==> config.mk <==
export PLATFORM = sky130hd
export DESIGN_NAME = rtc_display_scheduler_flat
export DESIGN_NICKNAME = d
export VERILOG_FILES = /design/src/rtl/rtc_display_scheduler_pkg.sv /design/src/rtl/rtc_display_scheduler_if.sv /design/src/rtl/rtc_display_scheduler_timeout.sv /design/src/rtl/rtc_display_scheduler.sv /design/src/flat_wrapper.sv
export SDC_FILE = /design/constraint.sdc
export NUM_CORES = 1
export LEC_CHECK = 0
export CORE_ASPECT_RATIO = 1.75
export CORE_UTILIZATION = 40
export DETAILED_ROUTE_END_ITERATION = 12
export PLACE_DENSITY = 0.64
export SYNTH_ARGS = -nofsm -noshare
export SYNTH_HDL_FRONTEND = slang
export SYNTH_SLANG_ARGS = --single-unit
==> constraint.sdc <==
create_clock -name CLK -period 5.7 [get_ports CLK]
set_clock_uncertainty 0.2 [all_clocks]
set_input_delay 1.14 -clock CLK [delete_from_list [all_inputs] [get_ports CLK]]
set_output_delay 1.14 -clock CLK [all_outputs]
set_load 0.05 [all_outputs]
==> src/rtl/rtc_display_scheduler_pkg.sv <==
// Shared constants for the RTC display scheduler: register map, sweep order
// and FSM state encoding.
package rtc_display_scheduler_pkg;

    localparam logic [7:0] ADDR_SEG    = 8'h21;
    localparam logic [7:0] ADDR_MIN    = 8'h22;
    localparam logic [7:0] ADDR_HORA   = 8'h23;
    localparam logic [7:0] ADDR_DIA    = 8'h24;
    localparam logic [7:0] ADDR_MES    = 8'h25;
    localparam logic [7:0] ADDR_ANO    = 8'h26;
    localparam logic [7:0] ADDR_SEGT   = 8'h41;
    localparam logic [7:0] ADDR_MINT   = 8'h42;
    localparam logic [7:0] ADDR_HORAT  = 8'h43;
    localparam logic [7:0] ADDR_STATUS = 8'h00;

    localparam int unsigned NUM_SWEEP = 10;

    typedef logic [3:0] sweep_idx_t;
    localparam sweep_idx_t LAST_IDX = 4'd9;

    localparam logic [1:0] ST_IDLE   = 2'd0;
    localparam logic [1:0] ST_RD     = 2'd1;
    localparam logic [1:0] ST_WR     = 2'd2;
    localparam logic [1:0] ST_COMMIT = 2'd3;

    function automatic logic [7:0] sweep_addr(input sweep_idx_t idx);
        logic [7:0] a;
        case (idx)
            4'd0:    a = ADDR_SEG;
            4'd1:    a = ADDR_MIN;
            4'd2:    a = ADDR_HORA;
            4'd3:    a = ADDR_DIA;
            4'd4:    a = ADDR_MES;
            4'd5:    a = ADDR_ANO;
            4'd6:    a = ADDR_SEGT;
            4'd7:    a = ADDR_MINT;
            4'd8:    a = ADDR_HORAT;
            default: a = ADDR_STATUS;
        endcase
        return a;
    endfunction

endpackage

==> src/rtl/rtc_display_scheduler_if.sv <==
// RTC bus between the display scheduler (master) and the bus driver (slave).
interface rtc_display_scheduler_if;

    logic       bus_req;
    logic       bus_wr;
    logic [7:0] bus_addr;
    logic [7:0] bus_wdata;
    logic       bus_ack;
    logic [7:0] bus_rdata;

    modport master (
        output bus_req, bus_wr, bus_addr, bus_wdata,
        input  bus_ack, bus_rdata
    );

    modport slave (
        input  bus_req, bus_wr, bus_addr, bus_wdata,
        output bus_ack, bus_rdata
    );

endinterface

==> src/rtl/rtc_display_scheduler_timeout.sv <==
// Bus watchdog: counts cycles of an outstanding request and pulses on expiry.
module rtc_bus_timeout #(
    parameter int unsigned TIMEOUT = 255
) (
    input  logic clk,
    input  logic rst,
    input  logic run_i,
    input  logic clr_i,
    output logic expire_o
);

    localparam int unsigned W = $clog2(TIMEOUT + 1);

    logic [W-1:0] cnt_q, cnt_d;

    // Expires in the TIMEOUT-th consecutive unacknowledged request cycle.
    assign expire_o = run_i && !clr_i && (cnt_q == W'(TIMEOUT - 1));

    always_comb begin
        cnt_d = cnt_q + 1'b1;
        if (!run_i || clr_i || expire_o) begin
            cnt_d = '0;
        end
    end

    always_ff @(posedge clk or posedge rst) begin
        if (rst) begin
            cnt_q <= '0;
        end else begin
            cnt_q <= cnt_d;
        end
    end

endmodule

==> src/rtl/rtc_display_scheduler.sv <==
// Arbitrates the RTC bus between the per-frame display sweep and user writes,
// committing swept values atomically to the display shadow registers.
module rtc_display_scheduler
    import rtc_display_scheduler_pkg::*;
#(
    parameter int unsigned TIMEOUT   = 255,
    parameter int unsigned ALARM_BIT = 3
) (
    input  logic                          CLK,
    input  logic                          RST,
    input  logic                          frame_start,
    input  logic                          wr_req,
    input  logic [7:0]                    wr_addr,
    input  logic [7:0]                    wr_data,
    output logic                          wr_ack,
    rtc_display_scheduler_if.master       bus,
    output logic [7:0]                    ANO,
    output logic [7:0]                    MES,
    output logic [7:0]                    DIA,
    output logic [7:0]                    HORA,
    output logic [7:0]                    MIN,
    output logic [7:0]                    SEG,
    output logic [7:0]                    HORAT,
    output logic [7:0]                    MINT,
    output logic [7:0]                    SEGT,
    output logic                          ALARMA,
    output logic                          busy,
    output logic                          frame_miss,
    output logic                          bus_err
);

    localparam logic [2:0] ALARM_SEL = ALARM_BIT[2:0];

    logic [1:0] state_q, state_d;
    sweep_idx_t idx_q, idx_d;
    logic       dirty_q, dirty_d;
    logic       pend_q, pend_d;
    logic       susp_q, susp_d;
    logic       gap_q, gap_d;
    logic [7:0] stage_q [NUM_SWEEP];

    logic req_w, ack_v, tmo_expire, stage_we, commit;

    assign req_w = ((state_q == ST_RD) || (state_q == ST_WR)) && !gap_q;
    assign ack_v = req_w && bus.bus_ack;

    assign bus.bus_req   = req_w;
    assign bus.bus_wr    = req_w && (state_q == ST_WR);
    assign bus.bus_addr  = !req_w ? '0 : ((state_q == ST_WR) ? wr_addr : sweep_addr(idx_q));
    assign bus.bus_wdata = (req_w && (state_q == ST_WR)) ? wr_data : '0;

    assign wr_ack     = ack_v && (state_q == ST_WR);
    assign frame_miss = frame_start && (state_q != ST_IDLE);
    assign bus_err    = tmo_expire;
    assign busy       = (state_q != ST_IDLE);

    rtc_bus_timeout #(.TIMEOUT(TIMEOUT)) u_timeout (
        .clk      (CLK),
        .rst      (RST),
        .run_i    (req_w),
        .clr_i    (bus.bus_ack),
        .expire_o (tmo_expire)
    );

    always_comb begin
        state_d  = state_q;
        idx_d    = idx_q;
        dirty_d  = dirty_q;
        pend_d   = pend_q;
        susp_d   = susp_q;
        gap_d    = 1'b0;
        stage_we = 1'b0;
        commit   = 1'b0;
        if (tmo_expire) begin
            state_d = ST_IDLE;
            pend_d  = 1'b0;
            susp_d  = 1'b0;
        end else begin
            case (state_q)
                ST_IDLE: begin
                    if (frame_start) begin
                        idx_d   = '0;
                        dirty_d = 1'b0;
                    end
                    // A simultaneous frame_start is parked as pending behind the write.
                    if (wr_req) begin
                        state_d = ST_WR;
                        pend_d  = frame_start;
                    end else if (frame_start) begin
                        state_d = ST_RD;
                    end
                end
                ST_RD: begin
                    if (ack_v) begin
                        stage_we = 1'b1;
                        gap_d    = 1'b1;
                        if (idx_q == LAST_IDX) begin
                            state_d = ST_COMMIT;
                        end else if (wr_req) begin
                            state_d = ST_WR;
                            susp_d  = 1'b1;
                        end else begin
                            idx_d = idx_q + 4'd1;
                        end
                    end
                end
                ST_WR: begin
                    if (ack_v) begin
                        gap_d = 1'b1;
                        if (susp_q) begin
                            susp_d  = 1'b0;
                            dirty_d = 1'b1;
                            idx_d   = idx_q + 4'd1;
                            state_d = ST_RD;
                        end else if (pend_q) begin
                            pend_d  = 1'b0;
                            state_d = ST_RD;
                        end else begin
                            state_d = ST_IDLE;
                        end
                    end
                end
                ST_COMMIT: begin
                    commit  = 1'b1;
                    state_d = ST_IDLE;
                end
                default: state_d = ST_IDLE;
            endcase
        end
    end

    always_ff @(posedge CLK or posedge RST) begin
        if (RST) begin
            state_q <= ST_IDLE;
            idx_q   <= '0;
            dirty_q <= 1'b0;
            pend_q  <= 1'b0;
            susp_q  <= 1'b0;
            gap_q   <= 1'b0;
        end else begin
            state_q <= state_d;
            idx_q   <= idx_d;
            dirty_q <= dirty_d;
            pend_q  <= pend_d;
            susp_q  <= susp_d;
            gap_q   <= gap_d;
        end
    end

    always_ff @(posedge CLK or posedge RST) begin
        if (RST) begin
            for (int unsigned i = 0; i < NUM_SWEEP; i++) begin
                stage_q[i] <= '0;
            end
        end else if (stage_we) begin
            stage_q[idx_q] <= bus.bus_rdata;
        end
    end

    always_ff @(posedge CLK or posedge RST) begin
        if (RST) begin
            SEG    <= '0;
            MIN    <= '0;
            HORA   <= '0;
            DIA    <= '0;
            MES    <= '0;
            ANO    <= '0;
            SEGT   <= '0;
            MINT   <= '0;
            HORAT  <= '0;
            ALARMA <= 1'b0;
        end else if (commit && !dirty_q) begin
            SEG    <= stage_q[0];
            MIN    <= stage_q[1];
            HORA   <= stage_q[2];
            DIA    <= stage_q[3];
            MES    <= stage_q[4];
            ANO    <= stage_q[5];
            SEGT   <= stage_q[6];
            MINT   <= stage_q[7];
            HORAT  <= stage_q[8];
            ALARMA <= stage_q[LAST_IDX][ALARM_SEL];
        end
    end

endmodule
==> src/flat_wrapper.sv <==
// flat-port wrapper written by rule: the top's interface ports become plain ports
module rtc_display_scheduler_flat import rtc_display_scheduler_pkg::*;
#(
    parameter int unsigned TIMEOUT   = 255,
    parameter int unsigned ALARM_BIT = 3
)
  (CLK, RST, frame_start, wr_req, wr_addr, wr_data, wr_ack, ANO, MES, DIA, HORA, MIN, SEG, HORAT, MINT, SEGT, ALARMA, busy, frame_miss, bus_err, bus_bus_req, bus_bus_wr, bus_bus_addr, bus_bus_wdata, bus_bus_ack, bus_bus_rdata);
  rtc_display_scheduler_if bus_i ();
  input  logic CLK;
  input  logic RST;
  input  logic frame_start;
  input  logic wr_req;
  input  logic [7:0] wr_addr;
  input  logic [7:0] wr_data;
  output logic wr_ack;
  output logic [7:0] ANO;
  output logic [7:0] MES;
  output logic [7:0] DIA;
  output logic [7:0] HORA;
  output logic [7:0] MIN;
  output logic [7:0] SEG;
  output logic [7:0] HORAT;
  output logic [7:0] MINT;
  output logic [7:0] SEGT;
  output logic ALARMA;
  output logic busy;
  output logic frame_miss;
  output logic bus_err;
  output wire logic [$bits(bus_i.bus_req)-1:0] bus_bus_req;
  output wire logic [$bits(bus_i.bus_wr)-1:0] bus_bus_wr;
  output wire logic [$bits(bus_i.bus_addr)-1:0] bus_bus_addr;
  output wire logic [$bits(bus_i.bus_wdata)-1:0] bus_bus_wdata;
  input wire logic [$bits(bus_i.bus_ack)-1:0] bus_bus_ack;
  input wire logic [$bits(bus_i.bus_rdata)-1:0] bus_bus_rdata;
  assign bus_bus_req = bus_i.bus_req;
  assign bus_bus_wr = bus_i.bus_wr;
  assign bus_bus_addr = bus_i.bus_addr;
  assign bus_bus_wdata = bus_i.bus_wdata;
  assign bus_i.bus_ack = bus_bus_ack;
  assign bus_i.bus_rdata = bus_bus_rdata;
  rtc_display_scheduler #(.TIMEOUT(TIMEOUT), .ALARM_BIT(ALARM_BIT)) u_core (.CLK(CLK), .RST(RST), .frame_start(frame_start), .wr_req(wr_req), .wr_addr(wr_addr), .wr_data(wr_data), .wr_ack(wr_ack), .bus(bus_i), .ANO(ANO), .MES(MES), .DIA(DIA), .HORA(HORA), .MIN(MIN), .SEG(SEG), .HORAT(HORAT), .MINT(MINT), .SEGT(SEGT), .ALARMA(ALARMA), .busy(busy), .frame_miss(frame_miss), .bus_err(bus_err));
endmodule
======== Yosys cells after proc, flatten, opt, wreduce, memory -nomap -nowiden ========
Memories as Yosys holds them, arrays and structs flattened.
Index checks and enable logic that the tools add are counted.
Widths: inputs -> output; s select.
storage, ports and cells
  input bits .............................. 29
  logic and storage cells ................. 127
  bits in registers ....................... 171
  ROM bits ................................ 80
  output and inout bits ................... 95
  memories ................................ 1
cells by class
  equality and inequality tests ........... 19
  muxes and demuxes ....................... 46
  bitwise logic cells ..................... 2
  magnitude comparators ................... 2
  reductions and logical operators ........ 28
  $add $sub $neg .......................... 2
memories
  memory           depth  width  rd ports  clocked after Yosys merged registers in  write ports  line                             text
  (no name shown)  16     5      1         0                                        0            rtc_display_scheduler_pkg.sv:28  case (idx)
operators by type and width
  operator             number
  $bwmux 80            1
  $mux 8               5
  $demux 8 s4          1
  $mux 4               6
  $mux 1               20
  $mux 2               8
  $ne 3x3->1 const B   4
  $pmux 4 s3           1
  $reduce_and 5->1     2
  $logic_and 1x1->1    9
  $reduce_bool 3->1    3
  $add 8x1->8 const B  1
  $eq 8x8->1 const B   1
  $ne 4x4->1 const B   2
  $pmux 2 s4           1
  $reduce_and 4->1     2
  $reduce_and 8->1     1
  $ne 2x1->1 const B   3
  $ne 2x2->1 const B   3
  $ne 3x2->1 const B   2
  $pmux 1 s2           3
  $ge 5x5->1 const B   1
  $lt 5x1->1 const B   1
  $not 4->5            1
  other kinds (10)     17

======== Depth between registers and ports, before layout ========
Gate-level depths: netlist of run 1.
  depth in word-level cells ............... 7
  depth in mapped cells ................... 10

======== By module ========
Synthesis of run 1 repeated with hierarchy kept, for this count alone.
unflattened totals
  cell total of the unflattened synthesis .. 474
  area, all modules ....................... 6884.1 µm²
modules (own cells, without submodules)
  module                 sequential area each (µm²)  area each (µm²)  instances  cells each
  rtc_display_scheduler  3903.7                      6472.5           1          433
  rtc_bus_timeout        200.2                       411.6            1          41

======== Least setup slack after synthesis of run 1 ========
No wires, ideal clock.
  path kind ............................... reg2out
  from .................................... reg u_core.state_q[0]
  to ...................................... out bus_bus_addr[6]
  arrival ................................. 2.558 ns
  stages on the path, launching flop included .. 7
  path slack .............................. 1.802 ns
  path through ............................ dfrtp_1 > inv_1 > ha_1 > nand2b_2 > inv_1 > nand2_1 > nor3_1
between the ends
  word-level cells in the longest chain between the ends .. 4
  elaborated cells between the ends (all ways) .. 6
ends and longest elaborated chain
  item                                             line                          text
  start: declaration                               rtc_display_scheduler.sv:34   logic [1:0] state_q, state_d;
  start signal: assignment                         rtc_display_scheduler.sv:141  state_q <= state_d;
  $eq 2x1->1 / $eq 2x2->1 (equally long branches)  rtc_display_scheduler.sv:44   assign req_w = ((state_q == ST_RD) || (state_q == ST_WR)) && !gap_q;
  $logic_or 1x1->1 (*)                             rtc_display_scheduler.sv:44
  $logic_and 1x1->1 (*)                            rtc_display_scheduler.sv:44
  net bus_bus_req                                  flat_wrapper.sv:29            output wire logic [$bits(bus_i.bus_req)-1:0] bus_bus_req;
  $mux 8 (*)                                       rtc_display_scheduler.sv:49   assign bus.bus_addr = !req_w ? '0 : ((state_q == ST_WR) ? wr_addr : sweep_addr(idx_q));
  end: declaration                                 flat_wrapper.sv:31            output wire logic [$bits(bus_i.bus_addr)-1:0] bus_bus_addr;
The timed path passes the listed nets; every way through them passes the cells marked *.

======== Worst setup path in the final report of run 1 ========
  from .................................... in bus_bus_ack
  to ...................................... out bus_err
between the ends
  word-level cells in the longest chain between the ends .. 3
ends and longest elaborated chain
  item                             line                                 text
  start: declaration               flat_wrapper.sv:33                   input wire logic [$bits(bus_i.bus_ack)-1:0] bus_bus_ack;
  $logic_not 1->1                  rtc_display_scheduler_timeout.sv:17  assign expire_o = run_i && !clr_i && (cnt_q == W'(TIMEOUT - 1));
  $logic_and 1x1->1 (2 in series)  rtc_display_scheduler_timeout.sv:17
  end: declaration                 flat_wrapper.sv:28                   output logic bus_err;
No other way between the ends.

==> results_dict.tcl, run 1 <==
set metrics [dict create \
    firstDrtPassIters 4 \
    yosysUniqueCellTypes 47 \
    grt_overflow 0 \
    cts.sinks 164 \
    max_freq_ghz 0.214 \
    cts-root-buf "clkbuf_16" \
    min_period_ns 4.67 \
    p_leak_nw 4.28 \
    start_util_pct 41.1 \
    gp_congestion 0.888 \
    crit_chain "clkdlybuf4s50_1, or4_4, inv_1, clkdlybuf4s50_1" \
    netlist_area_sq_um 6800 \
    grt_pass1_vias 4377 \
    drcViolationCount 0 \
    cap_violations 0 \
    worst-endpoint-required_ns 4.36 \
    core-area_sq_um 16500 \
    dieArea_sq_um 17500 \
    syn_to_final_growth_pct 30.4 \
    clk_pin_slew_worst_paths_ns 0.06 \
    drtAntennaViolNets 0 \
    crit_family "buffers and inverters" \
    synth_nets 519 \
    track_usage_pct 17.2 \
    synth_warnings 0 \
    crit_path_end_kind "output port" \
    syn_avg_cell_area_sq_um 14.2 \
    cts_buffer_depth 2 \
    r2r_slack_ns 2.98 \
    cts_buffers 17 \
    holdCritPathClass "reg -> reg" \
    drive_gt1_share_pct 29.4 \
    clk_latency_ns 0.41 \
    synth_cells 479 \
    hpwlAfterDp_mm 9.82 \
    finalSetupTns_ns 0 \
    relSlewSlack_pct 29.6 \
    powerDensity_nw_per_um2 522 \
    maxSlewViolCount 0 \
    grt_start_max_net_pins 94 \
    synth_flop_cell "dfrtp_1" \
    die_x_um 101 \
    diodes 0 \
    portBuffers 123 \
    num_vias 4191 \
    post-cts-setup-buffers 0 \
    worstMarginPinSlew_ns 1.06 \
    grt_pass1_wl_mm 22.9 \
    ir_worst_vdd_v 0.000578 \
    die_h_um 174 \
    worst-path-buf-inv 3 \
    fillCellCount 1430 \
    crit_path_frequent_cell "clkdlybuf4s50_1" \
    async_reset_ff_share_pct 100 \
    synth-edff-count 0 \
    drt-initial-drc-count 150 \
    cts_tree "yes" \
    worst_path_largest_cell_delay_ns 0.84 \
    status "complete, no violations" \
    cts_resized 0 \
    cts_max_level 4 \
    finalNetCount 648 \
    cp_max_fo 7 \
    wl_per_cell_um 16.8 \
    yosys_register_bits 164 \
    rsz0062_at_grt "false" \
    final_util_pct 53.7 \
    startpoint_type "input port" \
    hold_viol 0 \
    worstPathArrival_ns 3.33 \
    viasPerCell 4.97 \
    io_pins 124 \
    yosysSeqAreaShare_pct 60.4 \
    antenna_found_initial 0 \
    hold_buffers 0 \
    setup_viol 0 \
    p_total_mw 4.62 \
    rows 62 \
    crit_slowest_cell "clkdlybuf4s50_1" \
    path_class "in -> out" \
    final.period_utilization_pct 81.9 \
    wl_mm 14.2 \
]
placed cells by master, fill, tap and decap left out, types with 2 or more instances in the layout:
cell / netlist / routed
dfrtp_1: 164 / 164
mux2_2: 137 / 137
clkdlybuf4s50_1: 0 / 123
nor2_1: 21 / 21
nand2_1: 20 / 20
clkbuf_16: 0 / 17
inv_1: 15 / 14
a21oi_1: 11 / 11
ha_1: 11 / 11
and2_1: 10 / 10
mux2_1: 9 / 9
nand3_1: 8 / 8
o21ai_0: 7 / 7
xor2_1: 5 / 5
clkinvlp_4: 0 / 5
nand2_4: 4 / 4
nor3_1: 4 / 4
and3_1: 4 / 4
clkinv_2: 1 / 3
clkbuf_8: 0 / 3
nand4_1: 2 / 2
o21ai_1: 2 / 2
nand4b_1: 2 / 2
o211ai_1: 2 / 2
a211oi_1: 2 / 2
bufinv_16: 0 / 2
inv_6: 0 / 2
through the flow:
stage                     hold WS [ns]  worst slack, ns  instances  cell area, sq um
after floorplan                  0.260             1.80        479              6800
after global placement           0.271             1.07        813              8270
after detailed placement         0.277             1.04        813              8270
after CTS                        0.291             1.04        844              8870
after global routing             0.304            0.809        844              8870
final                            0.285             1.03        844              8870
registers in the layout, indices dropped and copies added (netlist names), 2 cells and up:
register and flops:
u_core.state_q 2, u_core.MES 8, u_core.MINT 8, u_core.ANO 8, u_core.SEG 8, u_core.u_timeout.cnt_q 8, u_core.stage_q 73, u_core.HORA 8
u_core.DIA 8, u_core.MIN 8, u_core.idx_q 4, u_core.SEGT 8, u_core.HORAT 8
worst paths after layout:
check / start / end / cells past startpoint
max in group asynchronous: RST / u_core.stage_q[40]$_DFFE_PP0P_ / 3
min reg2reg: u_core.stage_q[67]$_DFFE_PP0P_ / u_core.stage_q[67]$_DFFE_PP0P_ / 1
min: u_core.stage_q[67]$_DFFE_PP0P_ / u_core.stage_q[67]$_DFFE_PP0P_ / 1
max: bus_bus_ack / bus_err / 4
max reg2reg: u_core.state_q[0]$_DFFE_PP0P_ / u_core.stage_q[8]$_DFFE_PP0P_ / 5
min in group asynchronous: RST / u_core.SEGT[3]$_DFFE_PP0P_ / 2
cells in the mapped netlist (2+ instances only):
cell / n / area, sq um
a211oi_1: 2 / 15.0
a21oi_1: 11 / 55.1
and2_1: 10 / 62.6
and3_1: 4 / 25.0
buf_2: 8 / 40.0
clkbuf_1: 5 / 18.8
dfrtp_1: 164 / 4100
ha_1: 11 / 138
inv_1: 15 / 56.3
mux2_1: 9 / 101
mux2_2: 137 / 1540
nand2_1: 20 / 75.1
nand2_4: 4 / 45.0
nand2b_1: 2 / 12.5
nand3_1: 8 / 40.0
nand4_1: 2 / 12.5
nand4b_1: 2 / 17.5
nor2_1: 21 / 78.8
nor3_1: 4 / 20.0
o211ai_1: 2 / 15.0
o21ai_0: 7 / 35.0
o21ai_1: 2 / 10.0
xor2_1: 5 / 43.8
power by group:
| part | total (mW) | internal (mW) | switching (mW) |
|---|---|---|---|
| clock network | 1.12 | 0.679 | 0.444 |
| registers | 1.62 | 1.44 | 0.179 |
| logic | 1.88 | 0.709 | 1.17 |
per-layer routing:
layer	share of wire [%]	GRT usage, %
met5	0	0
met4	1.3	5.86
met3	2.8	3.50
met2	54	30.1
met1	42	20.8
layout make-up:
type,instances,area (sq um),area share [%]
flip-flops and latches,164,4100,46.3
multi-input cells,284,2570,28.9
repair buffers,125,1260,14.2
clock buffers,20,467,5.26
well taps,224,280,3.16
clock inverters,11,126,1.43
inverters,16,65.1,0.734
logic make-up after synthesis:
group | count (synthesis) | synth area share, %
multiplexers | 147 | 24.3
AND/OR/NAND/NOR | 86 | 7.38
buffers and inverters | 31 | 1.99
adder cells (fa/ha/maj) | 11 | 2.02
AO/OA/AOI/OAI | 34 | 3.13
flip-flops | 164 | 60.4
XOR/XNOR | 6 | 0.773
Power figures use the tool's default switching activity.
==> run 2: changes to the inputs <==
Clock period 5.7 ns to 4.2 ns, I/O delays scaled along.
==> run 2 against run 1 <==
Net effect:
- sequential power rose by 36%
- die area did not move
- sequential share of layout area rose by 0.085 points
- global-route usage rose by 1.5 points
- combinational power rose by 38%
- non-clock buffer count rose by 3
- clock power rose by 27%
- final cell count rose by 0.47%
- critical path depth rose by 3
- critical path type is now reg -> out
- critical endpoint is now bus_bus_addr[6]
==> results_dict.tcl, run 2 (synthesis gave the netlist of run 1 again) <==
set metrics [dict create \
    status "complete, no violations" \
    cts_buffer_depth 2 \
    finalSetupTns_ns 0 \
    p_leak_nw 4.28 \
    stdcell_count 848 \
    grt_overflow 0 \
    diodes 0 \
    powerDensity_nw_per_um2 703 \
    antenna_found_initial 0 \
    gp_congestion 0.825 \
    drt-initial-drc-count 150 \
    hold_viol 0 \
    relSlewSlack_pct 29.5 \
    cts-root-buf "clkbuf_16" \
    cap_violations 0 \
    worst-path-buf-inv 3 \
    drcViolationCount 0 \
    crit_chain "inv_1, ha_1, inv_1, o211ai_1, nand2_1, nor3_1, clkdlybuf4s50_1" \
    rsz0062_at_grt "false" \
    largest_reg_flops 73 \
    cts_max_level 4 \
    rows 62 \
    post-cts-setup-buffers 0 \
    path_class "reg -> out" \
    track_usage_pct 18.7 \
    fillCellCount 1434 \
    placedCellCount 816 \
    mostFrequentLayoutCell "dfrtp_1" \
    crit_slowest_cell "clkdlybuf4s50_1" \
    die_x_um 101 \
    core-area_sq_um 16500 \
    hold_buffers 0 \
    drtAntennaViolNets 0 \
    place_area_sq_um 8310 \
    holdCritPathClass "reg -> reg" \
    drive_gt1_share_pct 29.8 \
    wl_per_cell_um 17.8 \
    setup_viol 0 \
    layout_common_cells "dfrtp_1 (164), mux2_2 (137), clkdlybuf4s50_1 (122), nor2_1 (21), nand2_1 (20)" \
    cp_max_fo 6 \
    final.period_utilization_pct 91.0 \
    crit_path_end_kind "output port" \
    grt_pass1_wl_mm 24.8 \
    crit_family "buffers and inverters" \
    start_util_pct 41.1 \
    cts_resized 0 \
    crit_path_frequent_cell "inv_1" \
    wl_mm 15.1 \
    cts_buffers 17 \
    worstPathArrival_ns 2.78 \
    grt_pass1_vias 4706 \
    syn_to_final_growth_pct 30.2 \
    final_area_sq_um 8850 \
    cts.sinks 164 \
    clk_pin_slew_worst_paths_ns 0.06 \
    io_pins 124 \
    startpoint_type "flop" \
    cts_tree "yes" \
    die_h_um 174 \
    min_period_ns 3.82 \
    worstMarginPinSlew_ns 1.06 \
    max_freq_ghz 0.262 \
    firstDrtPassIters 4 \
    ir_worst_vdd_v 0.000871 \
    portBuffers 123 \
    maxSlewViolCount 0 \
    clk_latency_ns 0.42 \
    dieArea_sq_um 17500 \
    viasPerCell 5.04 \
    num_vias 4277 \
    grt_start_max_net_pins 74 \
    finalNetCount 651 \
    hpwlAfterDp_mm 10.3 \
    area.sequential_sq_um 4100 \
    regMostFlops "u_core.stage_q" \
    multi_input_area_sq_um 2570 \
    worst-endpoint-required_ns 3.16 \
    worst_path_largest_cell_delay_ns 0.83 \
]
==> run 2: changes by cell type in the layout (fill, tap and decap cells not counted), moves of 2 or more <==
cell,delta
buf_4,+3
bufinv_16,-2
clkbuf_8,-2
inv_6,+2
==> run 2: cell type report <==
type	count	share of cell area (%)
multi-input cells	284	29.0
flip-flops and latches	164	46.4
well taps	224	3.17
clock inverters	13	1.15
repair buffers	128	14.6
inverters	16	0.735
clock buffers	19	5.00
==> run 2: report_power, final <==
part	internal [mW]	leakage [nW]	switching, mW
Clock	0.781	0.262	0.635
Combinational	0.977	1.78	1.63
Sequential	1.96	2.24	0.246
==> run 2: path summary, 6_finish.rpt <==
path	startpoint	endpoint	slack, ns	cells past startpoint
min in group asynchronous	RST	u_core.MES[7]$_DFFE_PP0P_	0.70	2
hold reg to reg	u_core.stage_q[66]$_DFFE_PP0P_	u_core.stage_q[66]$_DFFE_PP0P_	0.29	1
max in group asynchronous	RST	u_core.stage_q[63]$_DFFE_PP0P_	2.29	3
setup reg to reg	u_core.state_q[0]$_DFFE_PP0P_	u_core.stage_q[14]$_DFFE_PP0P_	1.52	6
setup / recovery	u_core.idx_q[0]$_DFFE_PP0P_	bus_bus_addr[6]	0.38	7
hold / removal	u_core.stage_q[66]$_DFFE_PP0P_	u_core.stage_q[66]$_DFFE_PP0P_	0.29	1
==> run 2: per-layer routing <==
metal	GRT usage (%)	routed length, um	share of wire (%)
met1	22.3	6140	41
met2	33.3	8250	55
met3	3.82	459	3.0
met4	5.98	266	1.8
met5	0	0	0
==> run 2: per-stage QoR <==
stage                     hold slack [ns]  util [%]  power [mW]  setup slack (ns)
after floorplan                     0.260         -        4.01             0.602
after global placement              0.270      50.3        4.79             0.639
after detailed placement            0.281      50.3        4.85             0.630
after CTS                           0.296      53.6        6.29             0.306
after global routing                0.311      53.6        6.54            0.0866
final                               0.292      53.6        6.22             0.379
==> run 3: changes to the inputs <==
Settings changed: CELL_PAD_IN_SITES_DETAIL_PLACEMENT set to 1, CELL_PAD_IN_SITES_GLOBAL_PLACEMENT set to 2, CORE_UTILIZATION 40 to 33, PLACE_DENSITY 0.64 to 0.75.
==> run 3 against run 2 <==
Net effect:
- combinational power about the same
- core utilization down 9.3 points
- the run now ends with design-rule violations left
- highest routed layer unchanged
- clock power up 18%
- maximum frequency up 0.70%
- global-route usage down 2.1 points
- largest power group unchanged
- routed wire length up 10%
- critical endpoint is now bus_bus_addr[3]
==> results_dict.tcl, run 3 (synthesis gave the netlist of run 1 again) <==
set metrics [dict create \
    cp_max_fo 12 \
    portBuffers 123 \
    cts_resized 0 \
    worst-endpoint-required_ns 3.16 \
    fin_hold_ws_ns 0.297 \
    num_vias 4367 \
    holdCritPathClass "reg -> reg" \
    violations "design-rule violations" \
    cts-root-buf "clkbuf_16" \
    dieArea_sq_um 21200 \
    hold_viol 0 \
    fillCellCount 2058 \
    grt_start_max_net_pins 74 \
    grt_overflow 0 \
    io_pins 124 \
    cts.sinks 164 \
    hold_buffers 0 \
    post-cts-setup-buffers 0 \
    hpwlAfterDp_mm 11.8 \
    regMostFlops "u_core.stage_q" \
    syn_to_final_growth_pct 32.0 \
    powerDensity_nw_per_um2 726 \
    final_util_pct 44.2 \
    worstMarginPinSlew_ns 1.07 \
    antenna_found_initial 0 \
    largest_reg_flops 73 \
    max_freq_ghz 0.264 \
    core-area_sq_um 20300 \
    start_util_pct 33.5 \
    clk_pin_slew_worst_paths_ns 0.06 \
    viasPerCell 5.01 \
    cts_tree "yes" \
    cts_buffers 17 \
    wl_mm 16.6 \
    crit_path_end_kind "output port" \
    relSlewSlack_pct 28.8 \
    drive_gt1_share_pct 29.6 \
    finalSetupTns_ns 0 \
    wl_per_cell_um 19.1 \
    diodes 0 \
    gp_congestion 0.814 \
    cap_violations 0 \
    drt-initial-drc-count 130 \
    drcViolationCount 2 \
    maxSlewViolCount 0 \
    p_leak_nw 4.33 \
    startpoint_type "flop" \
    rsz0062_at_grt "false" \
    rows 69 \
    die_x_um 110 \
    track_usage_pct 16.6 \
    path_class "reg -> out" \
    worstPathArrival_ns 2.75 \
    finalNetCount 651 \
    setup_viol 0 \
    status "finished with violations" \
    cts_max_level 4 \
    firstDrtPassIters 8 \
    mostFrequentLayoutCell "dfrtp_1" \
    layout_common_cells "dfrtp_1 (164), mux2_2 (137), clkdlybuf4s50_1 (122), nor2_1 (21), nand2_1 (20)" \
    min_period_ns 3.79 \
    clk_latency_ns 0.42 \
    drtAntennaViolNets 0 \
    final.period_utilization_pct 90.3 \
    grt_pass1_vias 4849 \
    die_h_um 192 \
    cts_buffer_depth 2 \
    ir_worst_vdd_v 0.000445 \
    grt_pass1_wl_mm 26.9 \
    p_total_mw 6.51 \
]
[run 3: worst max-delay path: stages (launching register included)]
cell and delay [ns]:
dfrtp_1 0.42, inv_1 0.12, ha_1 0.18, inv_1 0.13, nor2_1 0.45, and3_1 0.23, clkdlybuf4s50_1 0.80
[run 3: per-layer routing]
| metal | track usage (%) | share of wire, % | vias up |
|---|---|---|---|
| met4 | 7.49 | 2.3 | 0 |
| met5 | 0 | 0 | - |
| met3 | 3.50 | 3.9 | 22 |
| met2 | 30.9 | 56 | 121 |
| met1 | 17.9 | 38 | 2270 |
| li1 | - | - | 1954 |
[run 3: power by group]
part,total [mW],switching (mW),internal [mW]
registers,2.21,0.248,1.96
clock network,1.68,0.621,1.06
logic,2.63,1.65,0.977
total,6.51,2.52,3.99
[run 3: layout make-up]
| type | instances | area [sq um] | area share, % |
|---|---|---|---|
| clock inverter | 13 | 206 | 2.30 |
| inverter | 16 | 65.1 | 0.725 |
| multi-input combinational | 284 | 2570 | 28.6 |
| tap | 248 | 310 | 3.46 |
| timing repair buffer | 128 | 1290 | 14.4 |
| sequential | 164 | 4100 | 45.7 |
| clock buffer | 19 | 433 | 4.82 |
[run 3: path summary, 6_finish.rpt]
check                      cells past startpoint                        endpoint  slack [ns]                      startpoint
hold reg to reg                                1  u_core.stage_q[75]$_DFFE_PP0P_        0.30  u_core.stage_q[75]$_DFFE_PP0P_
hold / removal                                 1  u_core.stage_q[75]$_DFFE_PP0P_        0.30  u_core.stage_q[75]$_DFFE_PP0P_
max in group asynchronous                      3      u_core.SEGT[3]$_DFFE_PP0P_        2.23                             RST
min in group asynchronous                      2  u_core.stage_q[66]$_DFFE_PP0P_        0.75                             RST
setup / recovery                               6                 bus_bus_addr[3]        0.41   u_core.state_q[0]$_DFFE_PP0P_
setup reg to reg                               6  u_core.stage_q[14]$_DFFE_PP0P_        1.43   u_core.state_q[0]$_DFFE_PP0P_
[run 3: metrics by stage]
| step | instance area [sq um] | setup slack, ns | std cells |
|---|---|---|---|
| 2_1_floorplan | 6800 | 0.602 | 479 |
| 3_3_place_gp | 8340 | 0.643 | 840 |
| 3_5_place_dp | 8340 | 0.590 | 840 |
| 4_1_cts | 8980 | 0.326 | 872 |
| 5_1_grt | 8980 | 0.145 | 872 |
| 6_report | 8980 | 0.405 | 872 |
